--- src/rtl/ram_dma.sv ---
// ram_dma: block-transfer engine mastering the general-purpose RAM port.
// Copies a block of bytes between two RAM regions (ascending addresses) or,
// when built with RAM_DMA_FILL_EN defined, fills a region with a constant.
// Without RAM_DMA_FILL_EN, Mode and FillData are ignored and every transfer
// is a copy.
module ram_dma #(
  parameter int RAM_DEPTH = 256
) (
  input  logic       Clk,
  input  logic       Rst_n,
  input  logic       Start,
  input  logic       Mode,
  input  logic [7:0] SrcAddr,
  input  logic [7:0] DstAddr,
  input  logic [7:0] Length,
  input  logic [7:0] FillData,
  input  logic       Abort,
  output logic       Busy,
  output logic       Done,
  output logic [7:0] Remaining,
  output logic       BusReq,
  input  logic       BusGnt,
  output logic       Cs,
  output logic       Wen,
  output logic       Oen,
  output logic [7:0] Address,
  output logic [7:0] WrData,
  input  logic [7:0] RdData
);

  typedef enum logic [2:0] {
    IDLE  = 3'd0,
    REQ   = 3'd1,
    READ  = 3'd2,
    CAPT  = 3'd3,
    WRITE = 3'd4,
    DONE  = 3'd5
  } state_t;

  state_t     state_q, state_d;
  logic [7:0] src_q, src_d;
  logic [7:0] dst_q, dst_d;
  logic [7:0] rem_q, rem_d;
  logic [7:0] data_q, data_d;
  logic       is_fill;
  logic       acc_ok;

  // Address increment that wraps at the top of the RAM.
  function automatic logic [7:0] wrap_inc(input logic [7:0] a);
    if ({24'd0, a} >= 32'(RAM_DEPTH - 1)) begin
      return 8'd0;
    end
    return a + 8'd1;
  endfunction

`ifdef RAM_DMA_FILL_EN
  logic       mode_q, mode_d;
  logic [7:0] fill_q, fill_d;

  assign is_fill = mode_q;

  // Fill-mode parameter registers.
  always_ff @(posedge Clk) begin
    if (!Rst_n) begin
      mode_q <= 1'b0;
      fill_q <= 8'd0;
    end else begin
      mode_q <= mode_d;
      fill_q <= fill_d;
    end
  end

  // Latch fill parameters only when a transfer is accepted.
  always_comb begin
    mode_d = mode_q;
    fill_d = fill_q;
    if (state_q == IDLE && Start && !Abort) begin
      mode_d = Mode;
      fill_d = FillData;
    end
  end
`else
  logic unused_fill_inputs;

  assign is_fill            = 1'b0;
  assign unused_fill_inputs = ^{Mode, FillData};
`endif

  // State and transfer bookkeeping registers.
  always_ff @(posedge Clk) begin
    if (!Rst_n) begin
      state_q <= IDLE;
      src_q   <= 8'd0;
      dst_q   <= 8'd0;
      rem_q   <= 8'd0;
      data_q  <= 8'd0;
    end else begin
      state_q <= state_d;
      src_q   <= src_d;
      dst_q   <= dst_d;
      rem_q   <= rem_d;
      data_q  <= data_d;
    end
  end

  // Next-state and counter update; Abort freezes counters and returns to IDLE.
  always_comb begin
    state_d = state_q;
    src_d   = src_q;
    dst_d   = dst_q;
    rem_d   = rem_q;
    data_d  = data_q;
    if (Abort) begin
      state_d = IDLE;
    end else begin
      case (state_q)
        IDLE: begin
          if (Start) begin
            src_d   = SrcAddr;
            dst_d   = DstAddr;
            rem_d   = Length;
            state_d = (Length == 8'd0) ? DONE : REQ;
          end
        end
        REQ: begin
          if (BusGnt) begin
            state_d = is_fill ? WRITE : READ;
          end
        end
        READ: begin
          if (BusGnt) begin
            state_d = CAPT;
          end
        end
        CAPT: begin
          // RAM output is registered, so the read byte is valid now.
          data_d  = RdData;
          state_d = WRITE;
        end
        WRITE: begin
          if (BusGnt) begin
            dst_d = wrap_inc(dst_q);
            rem_d = rem_q - 8'd1;
            if (!is_fill) begin
              src_d = wrap_inc(src_q);
            end
            if (rem_q == 8'd1) begin
              state_d = DONE;
            end else begin
              state_d = is_fill ? WRITE : READ;
            end
          end
        end
        DONE: begin
          state_d = IDLE;
        end
        default: begin
          state_d = IDLE;
        end
      endcase
    end
  end

  // A RAM access happens only with grant, no abort and reset released.
  assign acc_ok = BusGnt && !Abort && Rst_n;

  // Output decode from registered state, strobes gated by acc_ok.
  always_comb begin
    Busy    = (state_q != IDLE);
    Done    = (state_q == DONE);
    BusReq  = (state_q == REQ) || (state_q == READ) ||
              (state_q == CAPT) || (state_q == WRITE);
    Cs      = acc_ok && ((state_q == READ) || (state_q == WRITE));
    Oen     = acc_ok && (state_q == READ);
    Wen     = acc_ok && (state_q == WRITE);
    Address = 8'd0;
    WrData  = 8'd0;
    if (state_q == READ) begin
      Address = src_q;
    end else if (state_q == WRITE) begin
      Address = dst_q;
`ifdef RAM_DMA_FILL_EN
      WrData  = is_fill ? fill_q : data_q;
`else
      WrData  = data_q;
`endif
    end
  end

  assign Remaining = rem_q;

endmodule
--- config.mk ---
export PLATFORM = sky130hd
export DESIGN_NAME = ram_dma
export DESIGN_NICKNAME = d
export VERILOG_FILES = /design/src/rtl/ram_dma.sv
export SDC_FILE = /design/constraint.sdc
export NUM_CORES = 1
export LEC_CHECK = 0
export BUFFER_PORTS_ARGS = -buffer_cell sky130_fd_sc_hd__buf_2
export CAP_MARGIN = 25
export CORE_MARGIN = 8
export CORE_UTILIZATION = 54
export DETAILED_ROUTE_END_ITERATION = 8
export GPL_TIMING_DRIVEN = 0
export PLACE_DENSITY = 0.95
export SETUP_SLACK_MARGIN = 0.4
export SLEW_MARGIN = 40
export SYNTH_ARGS = -nofsm -noshare
export SYNTH_HDL_FRONTEND = slang
export SYNTH_SLANG_ARGS = --single-unit
--- constraint.sdc ---
create_clock -name Clk -period 2.6 [get_ports Clk]
set_input_delay 0.52 -clock Clk [delete_from_list [all_inputs] [get_ports Clk]]
set_output_delay 0.52 -clock Clk [all_outputs]
set_load 0.01 [all_outputs]
# --- Word-level counts from Yosys, hierarchy flattened ---
# Index checks and enable logic that the tools add are counted.
totals:
  out_inout_bits: 30
  register_bits: 35
  input_bits: 46
  elab_cells: 72
op_classes:
  magnitude_cmp: 2
  bitwise_logic: 2
  mux: 32
  add_sub_neg: 3
  n_reduce_logical: 18
  eq_ne: 10
op_table:
  columns: ["op", "n"]
  rows:
  - ["$mux 8", 14]
  - ["$pmux 8 s2", 3]
  - ["$mux 3", 6]
  - ["$add 8x1->8 const B", 2]
  - ["$ge 8x8->1 const B", 2]
  - ["$pmux 3 s5", 1]
  - ["$eq 8x1->1 const B", 1]
  - ["$logic_not 8->1", 1]
  - ["$mux 1", 8]
  - ["$ne 2x2->1 const B", 4]
  - ["$reduce_and 4->1", 2]
  - ["$sub 8x1->8 const B", 1]
  - ["$eq 3x2->1 const B", 2]
  - ["$eq 3x3->1 const B", 2]
  - ["$logic_and 1x1->1", 5]
  - ["$logic_or 1x1->1", 4]
  - ["$eq 3x1->1 const B", 1]
  - ["$logic_not 3->1", 1]
  - ["$reduce_bool 3->1", 1]
  - ["$not 1->1", 2]
  - ["$reduce_and 2->1", 1]
  - ["$reduce_bool 2->1", 1]
  - ["$reduce_or 2->1", 1]
  - ["$logic_not 1->1", 1]

# --- Longest topological paths before layout ---
logic_depth:
  depth_word: 8
  depth_mapped: 7
  ltp_nobuf: 6

# --- Least setup slack after synthesis ---
# No wires, ideal clock.
synth_path:
  path_type: "input -> output"
  start: "in Rst_n"
  end: "out Cs"
  path_slack_ns: 0.438
  required_ns: 2.080
  path_buffers: 1
  arrival_ns: 1.642
  path_stages: 5
  cell_sequence: "clkbuf_1 -> nor2b_1 -> nand2_1 -> nor3b_1 -> or2_2"
synth_between:
  elab_chain_cells: 2
synth_lines:
  columns: ["element", "line_no", "source"]
  rows:
  - ["start, declared", "10", "input logic Rst_n,"]
  - ["$logic_and 1x1->1", "165", "assign acc_ok = BusGnt && !Abort && Rst_n;"]
  - ["$logic_and 1x1->1", "173", "Cs = acc_ok && ((state_q == READ) || (state_q == WRITE));"]
  - ["end, declared", "23", "output logic Cs,"]
# No other way between the ends.

# --- Final worst setup path ---
layout_path:
  start: "reg state_q[2]"
  end: "out Cs"
layout_between:
  elab_chain_cells: 3
  elab_cells_between_ends: 4
  cone_classes: "eq/ne (2); reduce/logical (2)"
layout_lines:
  columns: ["element", "line_no", "source"]
  rows:
  - ["start, declared", "40", "state_t state_q, state_d;"]
  - ["start signal, assigned", "98", "state_q <= state_d;"]
  - ["$eq 3x2->1 / $eq 3x3->1 (equally long branches)", "173", null]
  - ["$logic_or 1x1->1 (*)", "173", null]
  - ["$logic_and 1x1->1 (*)", "173", null]
# Every way passes the cells marked *; elsewhere a longest branch is shown, timed or not.

==> flow_summary.toml <==
[outcome]
outcome = "complete, no violations"

[die]
core_um2 = 4030
die_w_um = 80.7
num_rows = 23
die_area_um2 = 6520
initial_core_util = 0.561
dieHeight_um = 80.7
ios = 76

[clock_network]
clock_sinks = 35
cts_buffers = 5
clk_pin_slew_ns = 0.08
cts_tree = "yes"
clockBufferDepth = 2
clock_latency_ns = 0.30
root_buffer = "clkbuf_8"
htreeDepth = 2

[synthesis]
synth_mux_area_frac = 0.0448
synthSimpleGateAreaFrac = 0.299
synth-xor-area-share = 0
synth_compound_area_frac = 0.270
synthArstFlopShare = 0
syn_area_per_cell_um2 = 7.67
ys_warn_count = 0
synth_edf_count = 0
synth_seq_cells = 35
synth_fa_ha_area_frac = 0.0221
synth_top_family_by_area = "simple AND/OR/NAND/NOR gates"
seq_area_frac_synth = 0.310
synth_area_um2 = 2260
netlist-cell-type-count = 48
ys.flop_type = "dfxtp_1"
syn_inst = 295
syn-num-nets = 345

[setup_path]
reg2reg_slack_ns = 0.56
worstReg2RegStart = "state_q[2]$_SDFFE_PP0P_"
crit_path_max_fanout = 10
cp.arrival_ns = 1.72
startpoint = "state_q[2]$_SDFFE_PP0P_"
cp_num_buf_inv = 4
critPathKind = "reg2out"
slowest_delay_ns = 0.40
start_kind = "register"
cp-end-kind = "primary output"
ff2ff_path_depth = 8
worstPathCellList = "buf_6 > or3b_4 > buf_8 > buf_8 > nor2_4 > or2_4 > buf_6"
cpMaxStageDelayCell = "or3b_4"
rr_endpoint = "src_q[5]$_SDFFE_PN0P_"
cp_top_family = "simple AND/OR/NAND/NOR gates"
required_ns = 2.08

[placed_design]
dp_cells = 409
dpl.hpwl_mm = 5.33
place_ws_ns = 0.286
io_buffers = 64
gp_congestion = 0.929

[route]
drt_pre_antenna_iters = 7
drt_iter0_markers = 332
ant_nets = 0
viasPerCell = 6.39
totalWireLength_mm = 7.92
wire_per_inst_um = 18.8
num_vias = 2696
drcViolationCount = 0

[worst_hold_path]
holdPathStages = 3
whs_endpoint = "dst_q[7]$_SDFFE_PN0P_"
hold_path_class = "in2reg"
min_from = "DstAddr[7]"

[timing]
final.setup_skew_ns = 0.00570
fin_crit_sh = 0.860
rsz0062_at_grt = "true"
finalHoldViolations = 0
tightestPinTransition_ns = 0.677
finalSetupTns_ns = 0
slew_violations = 0
setup_slack_ns = 0.364
relSlewSlack = 0.545
fmax_ghz = 0.447
period_needed_ns = 2.24
setup_viol = 0
holdWs_ns = 0.455

[cells_and_area]
syn2layout_area_growth_pct = 26.8
diodes = 0
layoutNonFillerInstCount = 422
post-route-util = 0.712
final_layout_size_suffix_gt1_frac = 0.272
fin_nets = 421

[power_and_ir_drop]
power_leakage_nw = 1.27
combPwrFrac = 0.141
internal_power_mw = 0.924
p_sw_mw = 0.357
clkPwrFrac = 0.397
seq_power_share = 0.462
p_sw_frac = 0.279
power.density_nw_per_um2 = 447
vdd_ir_drop_max_v = 0.000300

[grt]
grt_pass1_wl_mm = 12.1
grt_usage = 0.237
grt_max_degree = 13
overflow = 0
grt_pass1_vias = 2577
antenna_found_initial = 0

[flow_run]
maxCapViolCount = 0
## cells in the mapped netlist (5+ instances only)
| master | instances | area (um2) |
|---|---|---|
| o21ai_0 | 22 | 110 |
| a21oi_1 | 15 | 75.1 |
| nor3b_1 | 8 | 60.1 |
| nand3_1 | 12 | 60.1 |
| and2_1 | 15 | 93.8 |
| nand2_1 | 22 | 82.6 |
| a22oi_1 | 8 | 60.1 |
| nor2b_1 | 13 | 81.3 |
| dfxtp_1 | 35 | 701 |
| o21a_1 | 6 | 45.0 |
| clkbuf_1 | 17 | 63.8 |
| buf_2 | 7 | 35.0 |
| nor4_1 | 5 | 31.3 |
| nand4_1 | 5 | 31.3 |
| mux2i_1 | 9 | 90.1 |
| a21boi_0 | 6 | 45.0 |
| nor2_1 | 27 | 101 |
| o211ai_1 | 5 | 37.5 |
## how the worst max path moves through the flow
stage / endpoint / slack (ns) / cells after the start
floorplan: Cs / 0.44 / 5
finish: Cs / 0.36 / 7
CTS: Cs / 0.40 / 7
detailed placement: WrData[7] / 0.29 / 6
global route: Cs / 0.32 / 7
global placement: WrData[6] / 0.32 / 6
## per-layer routing
layer,global-route usage,vias up,part of all wire
met4,0.148,0,0.055
met3,0.0725,57,0.12
met1,0.267,1217,0.36
li1,-,1230,-
met2,0.383,192,0.46
met5,0,-,0
## metrics by stage
stage	cell area [um2]	total power [mW]
2_1_floorplan	2260	0.699
3_3_place_gp	2650	0.763
3_5_place_dp	2650	0.771
4_1_cts	2850	1.27
5_1_grt	2870	1.32
6_report	2870	1.28
## cells by family after synthesis
group                      after synthesis
AOI/OAI and AO/OA                       90
adders and majority gates                4
buffers and inverters                   29
DFF                                     35
muxes                                   10
and+or+nand+nor                        127
## final cells by class
cell class,count,area (um2)
Inverter,4,15.0
Sequential cell,35,702
Timing Repair Buffer,69,364
Multi-Input combinational cell,231,1470
Tap cell,50,62.6
Buffer,25,146
Clock buffer,5,68.8
Clock inverter,3,43.8
Fill cell,321,1160
## tightest hold or removal path, cell delays in order
cell	delay [ns]
buf_2	0.10
nand2_1	0.04
a21oi_1	0.05
## placed cells by master, fill, tap and decap left out, types with 5 or more instances in the layout
cell type	n
a21boi_0	6
a21oi_1	15
a22oi_1	8
and2_1	15
buf_2	69
buf_4	7
clkbuf_1	10
clkbuf_8	5
dfxtp_1	34
mux2i_1	9
nand2_1	22
nand3_1	12
nand4_1	5
nor2_1	26
nor2b_1	12
nor3b_1	7
nor4_1	5
o211ai_1	5
o21a_1	6
o21ai_0	22
## repair_timing
action | in CTS | in global routing
setup buffers | 4 | 1
pin swaps | 0 | 0
endpoints found under the setup margin | 20 | 19
hold buffers | 0 | 0
gates resized for setup | 22 | 9
## power by group through the flow
| stage | registers [mW] | logic, mW | clock network, mW |
|---|---|---|---|
| after floorplan | 0.597 | 0.102 | 0 |
| after global placement | 0.599 | 0.164 | 0 |
| after detailed placement | 0.601 | 0.170 | 0 |
| after CTS | 0.589 | 0.172 | 0.510 |
| after global routing | 0.595 | 0.196 | 0.532 |
| final | 0.592 | 0.180 | 0.509 |
## state kept, by name, indices dropped and copies added (netlist names)
name and count:
src_q 8, data_q 8, Remaining 8, state_q 3, dst_q 8
(Power assumes the default switching activity.)
